===== src/rtl/neuron_mac_engine_if.sv =====
// ----------------------------------------------------------------------------
// neuron_mac_engine_if
// Groups the buses of the neuron MAC engine:
//   - weight RAM read port : w_address, w_chipselect, w_clken (to RAM),
//                            w_readdata (from RAM, one cycle after the address)
//   - input sample stream  : x_data, x_valid (producer), x_ready (engine)
//   - result stream        : y_data, y_valid, y_sat (engine), y_ready (consumer)
// The engine connects through the master modport; the surrounding system
// (RAM, producer, consumer) uses the slave modport.
// ----------------------------------------------------------------------------
interface neuron_mac_engine_if;
    logic [5:0]  w_address;
    logic        w_chipselect;
    logic        w_clken;
    logic [31:0] w_readdata;

    logic [31:0] x_data;
    logic        x_valid;
    logic        x_ready;

    logic [31:0] y_data;
    logic        y_valid;
    logic        y_ready;
    logic        y_sat;

    modport master (
        output w_address, w_chipselect, w_clken, x_ready, y_data, y_valid, y_sat,
        input  w_readdata, x_data, x_valid, y_ready
    );

    modport slave (
        input  w_address, w_chipselect, w_clken, x_ready, y_data, y_valid, y_sat,
        output w_readdata, x_data, x_valid, y_ready
    );
endinterface


===== src/rtl/neuron_mac_engine.sv =====
// ----------------------------------------------------------------------------
// neuron_mac_engine
// Computes one neuron output y = act(bias + sum(x[i]*w[i])) in signed Q format.
// Weights and bias come from the weight RAM read port (weights at addresses
// 0..NUM_INPUTS-1, bias at NUM_INPUTS); samples arrive on a valid/ready stream
// and the saturated (optionally ReLU'd) result leaves on a valid/ready stream.
// Ports:
//   clk   : system clock
//   reset : synchronous, active-high; aborts any evaluation in progress
//   start : single-cycle pulse, begins an evaluation when idle
//   busy  : high from the cycle after start is accepted until the y handshake
//   bus   : master side of neuron_mac_engine_if (weight RAM, x stream, y stream)
// ----------------------------------------------------------------------------
module neuron_mac_engine #(
    parameter int NUM_INPUTS = 8,
    parameter int FRAC_BITS  = 16,
    parameter int ACC_W      = 48,
    parameter int RELU       = 1
) (
    input  logic                 clk,
    input  logic                 reset,
    input  logic                 start,
    output logic                 busy,
    neuron_mac_engine_if.master  bus
);

    typedef enum logic [2:0] {
        IDLE, BIAS_RD, BIAS_LD, FETCH, MAC, ACT, OUT
    } state_t;

    localparam logic [5:0] BIAS_ADDR = 6'(NUM_INPUTS);
    localparam logic [5:0] LAST_IDX  = 6'(NUM_INPUTS - 1);
    localparam logic signed [ACC_W-1:0] SAT_MAX = {{(ACC_W-31){1'b0}}, {31{1'b1}}};
    localparam logic signed [ACC_W-1:0] SAT_MIN = {{(ACC_W-31){1'b1}}, {31{1'b0}}};

    state_t                  state;
    state_t                  state_nxt;
    logic [5:0]              index;
    logic signed [ACC_W-1:0] acc;
    logic signed [63:0]      prod;
    logic signed [ACC_W-1:0] term;
    logic [32:0]             sat_word;
    logic [31:0]             y_act;

    // Clamp the accumulator to signed 32 bits; bit 32 flags that clamping occurred.
    function automatic logic [32:0] sat32(input logic signed [ACC_W-1:0] a);
        if (a > SAT_MAX)
            return {1'b1, 32'h7FFF_FFFF};
        else if (a < SAT_MIN)
            return {1'b1, 32'h8000_0000};
        else
            return {1'b0, a[31:0]};
    endfunction

    function automatic logic [31:0] relu(input logic [31:0] y);
        return (RELU != 0 && y[31]) ? 32'h0 : y;
    endfunction

    // Full-precision product realigned to the Q format; the arithmetic shift
    // truncates toward -inf and the cast sign-extends or wraps to ACC_W.
    always_comb begin
        prod     = $signed(bus.x_data) * $signed(bus.w_readdata);
        term     = ACC_W'(prod >>> FRAC_BITS);
        sat_word = sat32(acc);
        y_act    = relu(sat_word[31:0]);
    end

    always_ff @(posedge clk) begin
        if (reset)
            state <= IDLE;
        else
            state <= state_nxt;
    end

    // RAM controls stay asserted through MAC so w_readdata holds the weight
    // for as long as the sample stream stalls.
    always_comb begin
        state_nxt        = state;
        bus.w_address    = 6'd0;
        bus.w_chipselect = 1'b0;
        bus.w_clken      = 1'b0;
        bus.x_ready      = 1'b0;
        busy             = (state != IDLE);
        case (state)
            IDLE: begin
                if (start)
                    state_nxt = BIAS_RD;
            end
            BIAS_RD: begin
                bus.w_address    = BIAS_ADDR;
                bus.w_chipselect = 1'b1;
                bus.w_clken      = 1'b1;
                state_nxt        = BIAS_LD;
            end
            BIAS_LD: begin
                bus.w_address    = BIAS_ADDR;
                bus.w_chipselect = 1'b1;
                state_nxt        = FETCH;
            end
            FETCH: begin
                bus.w_address    = index;
                bus.w_chipselect = 1'b1;
                bus.w_clken      = 1'b1;
                state_nxt        = MAC;
            end
            MAC: begin
                bus.w_address    = index;
                bus.w_chipselect = 1'b1;
                bus.w_clken      = 1'b1;
                bus.x_ready      = 1'b1;
                if (bus.x_valid)
                    state_nxt = (index == LAST_IDX) ? ACT : FETCH;
            end
            ACT: begin
                state_nxt = OUT;
            end
            OUT: begin
                if (bus.y_ready)
                    state_nxt = IDLE;
            end
            default: state_nxt = IDLE;
        endcase
    end

    // Datapath: bias load, multiply-accumulate, activation and result hold.
    always_ff @(posedge clk) begin
        if (reset) begin
            index       <= 6'd0;
            acc         <= '0;
            bus.y_data  <= 32'h0;
            bus.y_sat   <= 1'b0;
            bus.y_valid <= 1'b0;
        end else begin
            case (state)
                IDLE: begin
                    if (start)
                        index <= 6'd0;
                end
                BIAS_LD: begin
                    acc <= ACC_W'($signed(bus.w_readdata));
                end
                MAC: begin
                    if (bus.x_valid) begin
                        acc   <= acc + term;
                        index <= index + 6'd1;
                    end
                end
                ACT: begin
                    bus.y_data  <= y_act;
                    bus.y_sat   <= sat_word[32];
                    bus.y_valid <= 1'b1;
                end
                OUT: begin
                    if (bus.y_ready)
                        bus.y_valid <= 1'b0;
                end
                default: ;
            endcase
        end
    end

endmodule


===== src/flat_wrapper.sv =====
// flat-port wrapper written by rule: the top's interface ports become plain ports
module neuron_mac_engine_flat 
#(
    parameter int NUM_INPUTS = 8,
    parameter int FRAC_BITS  = 16,
    parameter int ACC_W      = 48,
    parameter int RELU       = 1
)
  (clk, reset, start, busy, bus_w_address, bus_w_chipselect, bus_w_clken, bus_x_ready, bus_y_data, bus_y_valid, bus_y_sat, bus_w_readdata, bus_x_data, bus_x_valid, bus_y_ready);
  neuron_mac_engine_if bus_i ();
  input  logic clk;
  input  logic reset;
  input  logic start;
  output logic busy;
  output wire logic [$bits(bus_i.w_address)-1:0] bus_w_address;
  output wire logic [$bits(bus_i.w_chipselect)-1:0] bus_w_chipselect;
  output wire logic [$bits(bus_i.w_clken)-1:0] bus_w_clken;
  output wire logic [$bits(bus_i.x_ready)-1:0] bus_x_ready;
  output wire logic [$bits(bus_i.y_data)-1:0] bus_y_data;
  output wire logic [$bits(bus_i.y_valid)-1:0] bus_y_valid;
  output wire logic [$bits(bus_i.y_sat)-1:0] bus_y_sat;
  input wire logic [$bits(bus_i.w_readdata)-1:0] bus_w_readdata;
  input wire logic [$bits(bus_i.x_data)-1:0] bus_x_data;
  input wire logic [$bits(bus_i.x_valid)-1:0] bus_x_valid;
  input wire logic [$bits(bus_i.y_ready)-1:0] bus_y_ready;
  assign bus_w_address = bus_i.w_address;
  assign bus_w_chipselect = bus_i.w_chipselect;
  assign bus_w_clken = bus_i.w_clken;
  assign bus_x_ready = bus_i.x_ready;
  assign bus_y_data = bus_i.y_data;
  assign bus_y_valid = bus_i.y_valid;
  assign bus_y_sat = bus_i.y_sat;
  assign bus_i.w_readdata = bus_w_readdata;
  assign bus_i.x_data = bus_x_data;
  assign bus_i.x_valid = bus_x_valid;
  assign bus_i.y_ready = bus_y_ready;
  neuron_mac_engine #(.NUM_INPUTS(NUM_INPUTS), .FRAC_BITS(FRAC_BITS), .ACC_W(ACC_W), .RELU(RELU)) u_core (.clk(clk), .reset(reset), .start(start), .busy(busy), .bus(bus_i));
endmodule

===== config.mk =====
export PLATFORM = sky130hd
export DESIGN_NAME = neuron_mac_engine_flat
export DESIGN_NICKNAME = d
export VERILOG_FILES = /design/src/rtl/neuron_mac_engine_if.sv /design/src/rtl/neuron_mac_engine.sv /design/src/flat_wrapper.sv
export SDC_FILE = /design/constraint.sdc
export NUM_CORES = 2
export LEC_CHECK = 0
export ABC_CLOCK_PERIOD_IN_PS = 14500
export CAP_MARGIN = 20
export CORE_MARGIN = 1
export CORE_UTILIZATION = 66
export DETAILED_ROUTE_END_ITERATION = 8
export PLACE_DENSITY = 0.86
export SLEW_MARGIN = 15
export SYNTH_ARGS = -nofsm -noshare
export SYNTH_HDL_FRONTEND = slang
export SYNTH_SLANG_ARGS = --single-unit

===== constraint.sdc =====
create_clock -name clk -period 14.5 [get_ports clk]
set_input_delay 2.175 -clock clk [delete_from_list [all_inputs] [get_ports clk]]
set_output_delay 2.175 -clock clk [all_outputs]
set_load 0.02 [all_outputs]

# --- After elaboration in Yosys (flattened, before gate mapping) ---
# Index checks and enable logic that the tools add are counted.
op_classes:
  div: 0
  shifts: 0
  reduce_logical: 13
  addsub: 2
  n_mux: 19
  n_eq_ne: 10
  mul: 1
  magnitude_cmp: 2
  bitwise: 0
ops:
  columns: ["op", "count"]
  rows:
  - ["48-bit case mux with 2 select lines", 1]
  - ["33-bit two-way mux", 2]
  - ["32-bit by 32-bit multiplier with 64-bit output", 1]
  - ["48-bit adder", 1]
  - ["48-bit by 32-bit > comparator with 1-bit output, second input constant", 1]
  - ["48-bit by 32-bit < comparator with 1-bit output, second input constant", 1]
  - ["48-bit two-way mux", 1]
  - ["31-bit two-way mux", 1]
  - ["6-bit case mux with 2 select lines", 2]
  - ["3-bit case mux with 7 select lines", 1]
  - ["3-bit two-way mux", 4]
  - ["6-bit two-way mux", 2]
  - ["3-bit equality test, second input constant", 3]
  - ["6-bit by 1-bit adder with 6-bit output, second input constant", 1]
  - ["3-bit by 2-bit equality test with 1-bit output, second input constant", 2]
  - ["6-bit by 3-bit equality test with 1-bit output, second input constant", 1]
  - ["2-bit != test, second input constant", 3]
  - ["3-bit AND reduction", 2]
  - ["2-bit nonzero test", 3]
  - ["1-bit two-way mux", 4]
  - ["2-bit AND reduction", 2]
  - ["2-bit OR reduction", 2]
  - ["4-bit OR reduction", 1]
  - ["3-bit by 1-bit equality test with 1-bit output, second input constant", 1]
  - ["4 further kinds", 4]
word_totals:
  n_memories: 0
  wordCells: 53
  romBits: 0
  latch_bits: 0
  reg_bits: 91
  out_inout_bits: 44
  mem_bits_rw: 0

# --- Depth between registers and ports, before layout ---
depth:
  ltp_word: 4
  depth_mapped: 42
  mapped_depth_nobuf: 39

# --- Least setup slack after synthesis ---
# Ideal clock, no wire load.
synth_path:
  path_kind: "input port to flip-flop"
  from: "input bus_x_data[31]"
  to: "register u_core.acc[44]"
  n_path_buf: 1
  t_arrival_ns: 11.038
  path_stages: 30
  setup_time_ns: 0.136
  setup_slack_ns: 3.326
  path_cell_list: "clkbuf_1 nand2_1 inv_1 fa_1 fa_1 fa_1 fa_1 inv_1 fa_1 inv_1 fa_1 fa_1 fa_1 ha_1 a21o_1 a21o_1 a21o_1 a211o_4 a31oi_4 o21ba_1 a21oi_1 ha_1 a21oi_1 o21bai_1 a21o_1 a21o_1 a2111o_1 o22ai_1 xor2_1 a21oi_1"
synth_via:
  elab_chain_cells: 4
synth_rtl:
  columns: ["element", "line_no", "rtl"]
  rows:
  - ["from (decl)", "flat_wrapper.sv:23", "input wire logic [$bits(bus_i.x_data)-1:0] bus_x_data;"]
  - ["32-bit by 32-bit multiplier with 64-bit output", "neuron_mac_engine.sv:62", "prod = $signed(bus.x_data) * $signed(bus.w_readdata);"]
  - ["48-bit adder", "neuron_mac_engine.sv:144", "acc <= acc + term;"]
  - ["48-bit two-way mux", "neuron_mac_engine.sv:143", "if (bus.x_valid) begin"]
  - ["48-bit case mux with 2 select lines", "neuron_mac_engine.sv:134", "case (state)"]
  - ["to (signal assigned)", "neuron_mac_engine.sv:140", "acc <= ACC_W'($signed(bus.w_readdata));"]
  - ["to (signal assigned)", "neuron_mac_engine.sv:144", null]
  - ["to (decl)", "neuron_mac_engine.sv:39", "logic signed [ACC_W-1:0] acc;"]
# Every way passes these cells. The select of a mux whose other input is x is not followed.
# A chain may end at the register's enable or synchronous reset.

# --- Final worst setup path ---
layout_path:
  from: "input bus_w_readdata[4]"
  to: "register u_core.acc[45]"
layout_via:
  elab_chain_cells: 4
layout_rtl:
  columns: ["element", "line_no", "rtl"]
  rows:
  - ["from (decl)", "flat_wrapper.sv:22", "input wire logic [$bits(bus_i.w_readdata)-1:0] bus_w_readdata;"]
  - ["32-bit by 32-bit multiplier with 64-bit output", "neuron_mac_engine.sv:62", null]
  - ["48-bit adder", "neuron_mac_engine.sv:144", null]
  - ["48-bit two-way mux", "neuron_mac_engine.sv:143", null]
  - ["48-bit case mux with 2 select lines", "neuron_mac_engine.sv:134", null]
# Every way passes these cells. The select of a mux whose other input is x is not followed.

==> impl_metrics.prom <==
# TYPE chip_impl_metric gauge
chip_impl_metric{name="grt_usage",unit="%"} 39.4
chip_impl_metric{name="fmax",unit="MHz"} 75.6
chip_impl_metric{name="async_reset_ff_share",unit="%"} 0
chip_impl_metric{name="grt_pass1_vias",unit=""} 36000
chip_impl_info{name="critPathCaptureType",value="flop"} 1
chip_impl_metric{name="synth_fp_nets",unit=""} 5976
chip_impl_metric{name="routed-via-count",unit=""} 32400
chip_impl_info{name="top_flip_flop_cell_by_instance_count_after_synthesis",value="sky130_fd_sc_hd__dfxtp_1"} 1
chip_impl_metric{name="detail-route-antenna-nets",unit=""} 0
chip_impl_metric{name="dp_hpwl",unit="um"} 94200
chip_impl_metric{name="die_h",unit="um"} 253
chip_impl_metric{name="max_stage_delay",unit="ns"} 1.00
chip_impl_metric{name="ys_seq_area_share",unit="%"} 4.34
chip_impl_info{name="synthTopCellsByArea",value="sky130_fd_sc_hd__fa_1 (52%), sky130_fd_sc_hd__inv_1 (8.7%), sky130_fd_sc_hd__and2_1 (7.3%)"} 1
chip_impl_metric{name="tritoncts_sinks",unit=""} 90
chip_impl_metric{name="antenna_found_initial",unit=""} 6
chip_impl_metric{name="ys_warn_count",unit=""} 0
chip_impl_info{name="start_kind",value="primary input"} 1
chip_impl_metric{name="clk_transition_reported_paths",unit="ns"} 0.07
chip_impl_metric{name="register_to_register_setup_slack",unit="ns"} 10.83
chip_impl_metric{name="syn-cell-area",unit="sq mm"} 0.0416
chip_impl_metric{name="htreeDepth",unit=""} 3
chip_impl_metric{name="detail_route.drc_violations",unit=""} 0
chip_impl_metric{name="clk_path_buf_depth",unit=""} 2
chip_impl_info{name="ctsRootBufferMaster",value="sky130_fd_sc_hd__clkbuf_16"} 1
chip_impl_info{name="netlist.top_cell.by_area",value="sky130_fd_sc_hd__fa_1"} 1
chip_impl_metric{name="hold_viol_final",unit=""} 0
chip_impl_metric{name="grt_max_degree",unit=""} 78
chip_impl_metric{name="dpl-instance-area",unit="sq mm"} 0.0435
chip_impl_metric{name="clock_insertion_delay_at_the_later_pin_of_the_skew_report",unit="ns"} 0.35
chip_impl_metric{name="die_x",unit="um"} 253
chip_impl_info{name="run_status",value="finished, final reports clean"} 1
chip_impl_metric{name="routabilityCongestion",unit=""} 0.980
chip_impl_metric{name="synth.ff_latch_count",unit=""} 90
chip_impl_metric{name="grt_pass1_wl",unit="um"} 190000
chip_impl_info{name="rsz0062_at_grt",value="false"} 1
chip_impl_metric{name="route.final.wire_length",unit="um"} 118000
chip_impl_metric{name="synth_top_area_share",unit="%"} 52.1
chip_impl_metric{name="netlist_instances",unit=""} 4593
chip_impl_metric{name="dieArea",unit="sq mm"} 0.0640
chip_impl_metric{name="placementRows",unit=""} 91
chip_impl_metric{name="buffer_ports.inserted",unit=""} 111
chip_impl_metric{name="max_slew_margin",unit="%"} 16.6
chip_impl_metric{name="cts.repair.resized",unit=""} 0
chip_impl_metric{name="crit_arrival",unit="ns"} 13.44
chip_impl_metric{name="final_layout_size_suffix_gt1_share",unit="%"} 3.11
chip_impl_info{name="timing.setup.critical_path_class",value="primary input to flop"} 1
chip_impl_metric{name="count_of_flip_flops_with_a_built_in_enable_after_synthesis",unit=""} 0
chip_impl_metric{name="post-route-period-util",unit="%"} 91.3
chip_impl_info{name="cell_repeated_most_along_the_worst_path",value="sky130_fd_sc_hd__fa_1"} 1
chip_impl_metric{name="critPathRequiredTime",unit="ns"} 14.71
chip_impl_metric{name="maxSlewViolCount",unit=""} 0
chip_impl_metric{name="detailedRoute.firstIterationViolations",unit=""} 2545
chip_impl_metric{name="total_of_max_cap_violations",unit=""} 0
chip_impl_metric{name="post_cts_hold_buffer_count",unit=""} 0
chip_impl_metric{name="drt_pre_antenna_iters",unit=""} 8
chip_impl_metric{name="critPathMaxFanout",unit=""} 12
chip_impl_metric{name="cts_buffers",unit=""} 9
chip_impl_metric{name="drt_via_density",unit=""} 5.99
chip_impl_metric{name="synth.lib_cells_used.distinct",unit=""} 74
chip_impl_metric{name="drt-wirelength-per-cell",unit="um"} 21.8
chip_impl_metric{name="setup_viol_count_final",unit=""} 0
chip_impl_metric{name="worst_max_slew_pin_slew",unit="ns"} 1.25
chip_impl_metric{name="clock-skew-final",unit="ns"} 0.00621
chip_impl_metric{name="layout-area-overhead-vs-synth",unit="%"} 5.52
chip_impl_info{name="hold_path_class",value="flop to flop"} 1
chip_impl_metric{name="boundaryPins",unit=""} 113
chip_impl_info{name="crit_path_top_delay_cell",value="sky130_fd_sc_hd__clkdlybuf4s50_1"} 1
chip_impl_metric{name="num-nets-final",unit=""} 5949
chip_impl_metric{name="grt-ovfl-total",unit=""} 0
chip_impl_metric{name="stdcell_area",unit="sq mm"} 0.0439
chip_impl_metric{name="sum_of_negative_setup_slack",unit="ns"} 0
chip_impl_metric{name="core_area",unit="sq mm"} 0.0619
chip_impl_metric{name="postCtsSetupBuffers",unit=""} 0
chip_impl_metric{name="min_cycle_time_layout",unit="ns"} 13.23
chip_impl_metric{name="initial_core_util",unit="%"} 67.1
chip_impl_metric{name="post_synth.cell_area_avg",unit="sq um"} 9.05
chip_impl_info{name="clock_tree_from_tritoncts",value="yes"} 1
## placed cells by master, fill, tap and decap left out, types with 3 or more instances in the layout
cell                              count
sky130_fd_sc_hd__a31o_2               6
sky130_fd_sc_hd__clkbuf_16            9
sky130_fd_sc_hd__clkdlybuf4s50_1    106
sky130_fd_sc_hd__a21boi_0             3
sky130_fd_sc_hd__and3_1              11
sky130_fd_sc_hd__dfxtp_1             90
sky130_fd_sc_hd__buf_2                5
sky130_fd_sc_hd__o21a_1              11
sky130_fd_sc_hd__a2111oi_0            5
sky130_fd_sc_hd__a311oi_1            16
sky130_fd_sc_hd__nor3_1              53
sky130_fd_sc_hd__nand2_1            612
sky130_fd_sc_hd__fa_1              1082
sky130_fd_sc_hd__o21bai_1            11
sky130_fd_sc_hd__and4_1               4
sky130_fd_sc_hd__o211ai_1            12
sky130_fd_sc_hd__nor4_1               5
sky130_fd_sc_hd__o31ai_1              7
sky130_fd_sc_hd__a211oi_1             8
sky130_fd_sc_hd__o21ai_0             80
sky130_fd_sc_hd__a41oi_1              4
sky130_fd_sc_hd__o21ai_1              3
sky130_fd_sc_hd__inv_1              960
sky130_fd_sc_hd__ha_1               232
sky130_fd_sc_hd__nand2b_1            24
sky130_fd_sc_hd__nor2b_1              9
sky130_fd_sc_hd__nor2_1             177
sky130_fd_sc_hd__or2_2                7
sky130_fd_sc_hd__buf_4               90
sky130_fd_sc_hd__nand4_1             25
sky130_fd_sc_hd__a21oi_1            165
sky130_fd_sc_hd__nand3_1             27
sky130_fd_sc_hd__a31oi_1             11
sky130_fd_sc_hd__a221oi_1             3
sky130_fd_sc_hd__xor2_1              37
sky130_fd_sc_hd__xnor2_1             69
sky130_fd_sc_hd__and2_1             485
sky130_fd_sc_hd__a21o_1              53
## synth_stat cells, types with 4 or more instances
library cell                instances
sky130_fd_sc_hd__and2_1           485
sky130_fd_sc_hd__and3_1            11
sky130_fd_sc_hd__nand2b_1          24
sky130_fd_sc_hd__nor2b_1            9
sky130_fd_sc_hd__nand4_1           25
sky130_fd_sc_hd__a41oi_1            4
sky130_fd_sc_hd__clkbuf_1         238
sky130_fd_sc_hd__o31ai_1            7
sky130_fd_sc_hd__o21a_1            11
sky130_fd_sc_hd__a21oi_1          166
sky130_fd_sc_hd__dfxtp_1           90
sky130_fd_sc_hd__o211ai_1          12
sky130_fd_sc_hd__nor4_1             5
sky130_fd_sc_hd__xor2_1            37
sky130_fd_sc_hd__o21bai_1          11
sky130_fd_sc_hd__a31o_2             6
sky130_fd_sc_hd__nor3_1            53
sky130_fd_sc_hd__nand3_1           27
sky130_fd_sc_hd__o21ai_0           80
sky130_fd_sc_hd__nand2_1          613
sky130_fd_sc_hd__a2111oi_0          5
sky130_fd_sc_hd__ha_1             232
sky130_fd_sc_hd__a211oi_1           8
sky130_fd_sc_hd__inv_1            960
sky130_fd_sc_hd__xnor2_1           69
sky130_fd_sc_hd__fa_1            1082
sky130_fd_sc_hd__and4_1             4
sky130_fd_sc_hd__nor2_1           178
sky130_fd_sc_hd__a311oi_1          16
sky130_fd_sc_hd__a21o_1            53
sky130_fd_sc_hd__a31oi_1           11
sky130_fd_sc_hd__or2_2              7
## kinds of logic after synthesis
| kind of cell | after synthesis | synth area share, % |
|---|---|---|
| compound gates | 426 | 6.49 |
| xor+xnor | 106 | 2.23 |
| fa+ha+maj | 1314 | 59.1 |
| buf+inv | 1203 | 10.9 |
| flops | 90 | 4.34 |
| mux | 2 | 0.0512 |
| other cells | 1 | 0.00902 |
| simple gates | 1451 | 16.9 |
## final timing paths
path	endpoint	start	cells past startpoint
setup / recovery	u_core.acc[45]	bus_w_readdata[4]	34
hold reg to reg	u_core.bus.y_sat	u_core.bus.y_sat	2
setup reg to reg	u_core.acc[45]	u_core.acc[6]	12
hold / removal	u_core.bus.y_sat	u_core.bus.y_sat	2
## worst max-delay path: cells and delay by family
family / cells / cell delay [ns]
fa+ha+maj: 10 / 5.24
compound gates: 17 / 3.73
buf+inv: 4 / 1.80
xor+xnor: 2 / 0.33
simple gates: 1 / 0.17
## per-layer routing
metal | share of wire (%) | global-route usage, %
met5 | 0.022 | 0
met1 | 33 | 45.4
met2 | 47 | 64.5
met4 | 9.5 | 30.9
met3 | 9.7 | 8.05
## layout make-up
class	instances	area, sq um
Multi-Input combinational cell	3300	35300
Antenna cell	1	2.50
Sequential cell	90	1800
Fill cell	4537	18100
Inverter	961	3610
Clock inverter	6	88.8
Tap cell	837	1050
Timing Repair Buffer	204	1810
Clock buffer	10	239
## flip-flops by register name, summed over array words and instances (netlist names)
| name | flops |
|---|---|
| u_core.state | 3 |
| u_core.acc | 48 |
| u_core.bus.y_valid | 1 |
| u_core.bus.y_data | 31 |
| u_core.bus.y_sat | 1 |
| u_core.index | 6 |
## through the flow
step / utilization, % / setup WS, ns / cells / hold WS (ns)
4_1_cts: 70.7 / 1.52 / 5406 / 0.489
2_1_floorplan: - / 3.33 / 4593 / 0.450
6_report: 70.8 / 1.27 / 5409 / 0.485
5_1_grt: 70.8 / 0.732 / 5408 / 0.519
3_3_place_gp: 70.2 / 1.28 / 5389 / 0.465
3_5_place_dp: 70.2 / 1.22 / 5390 / 0.473
Power is left out: the tool's default activity adds up to more than one toggle a clock period on the data nets, which glitch-free logic cannot reach.
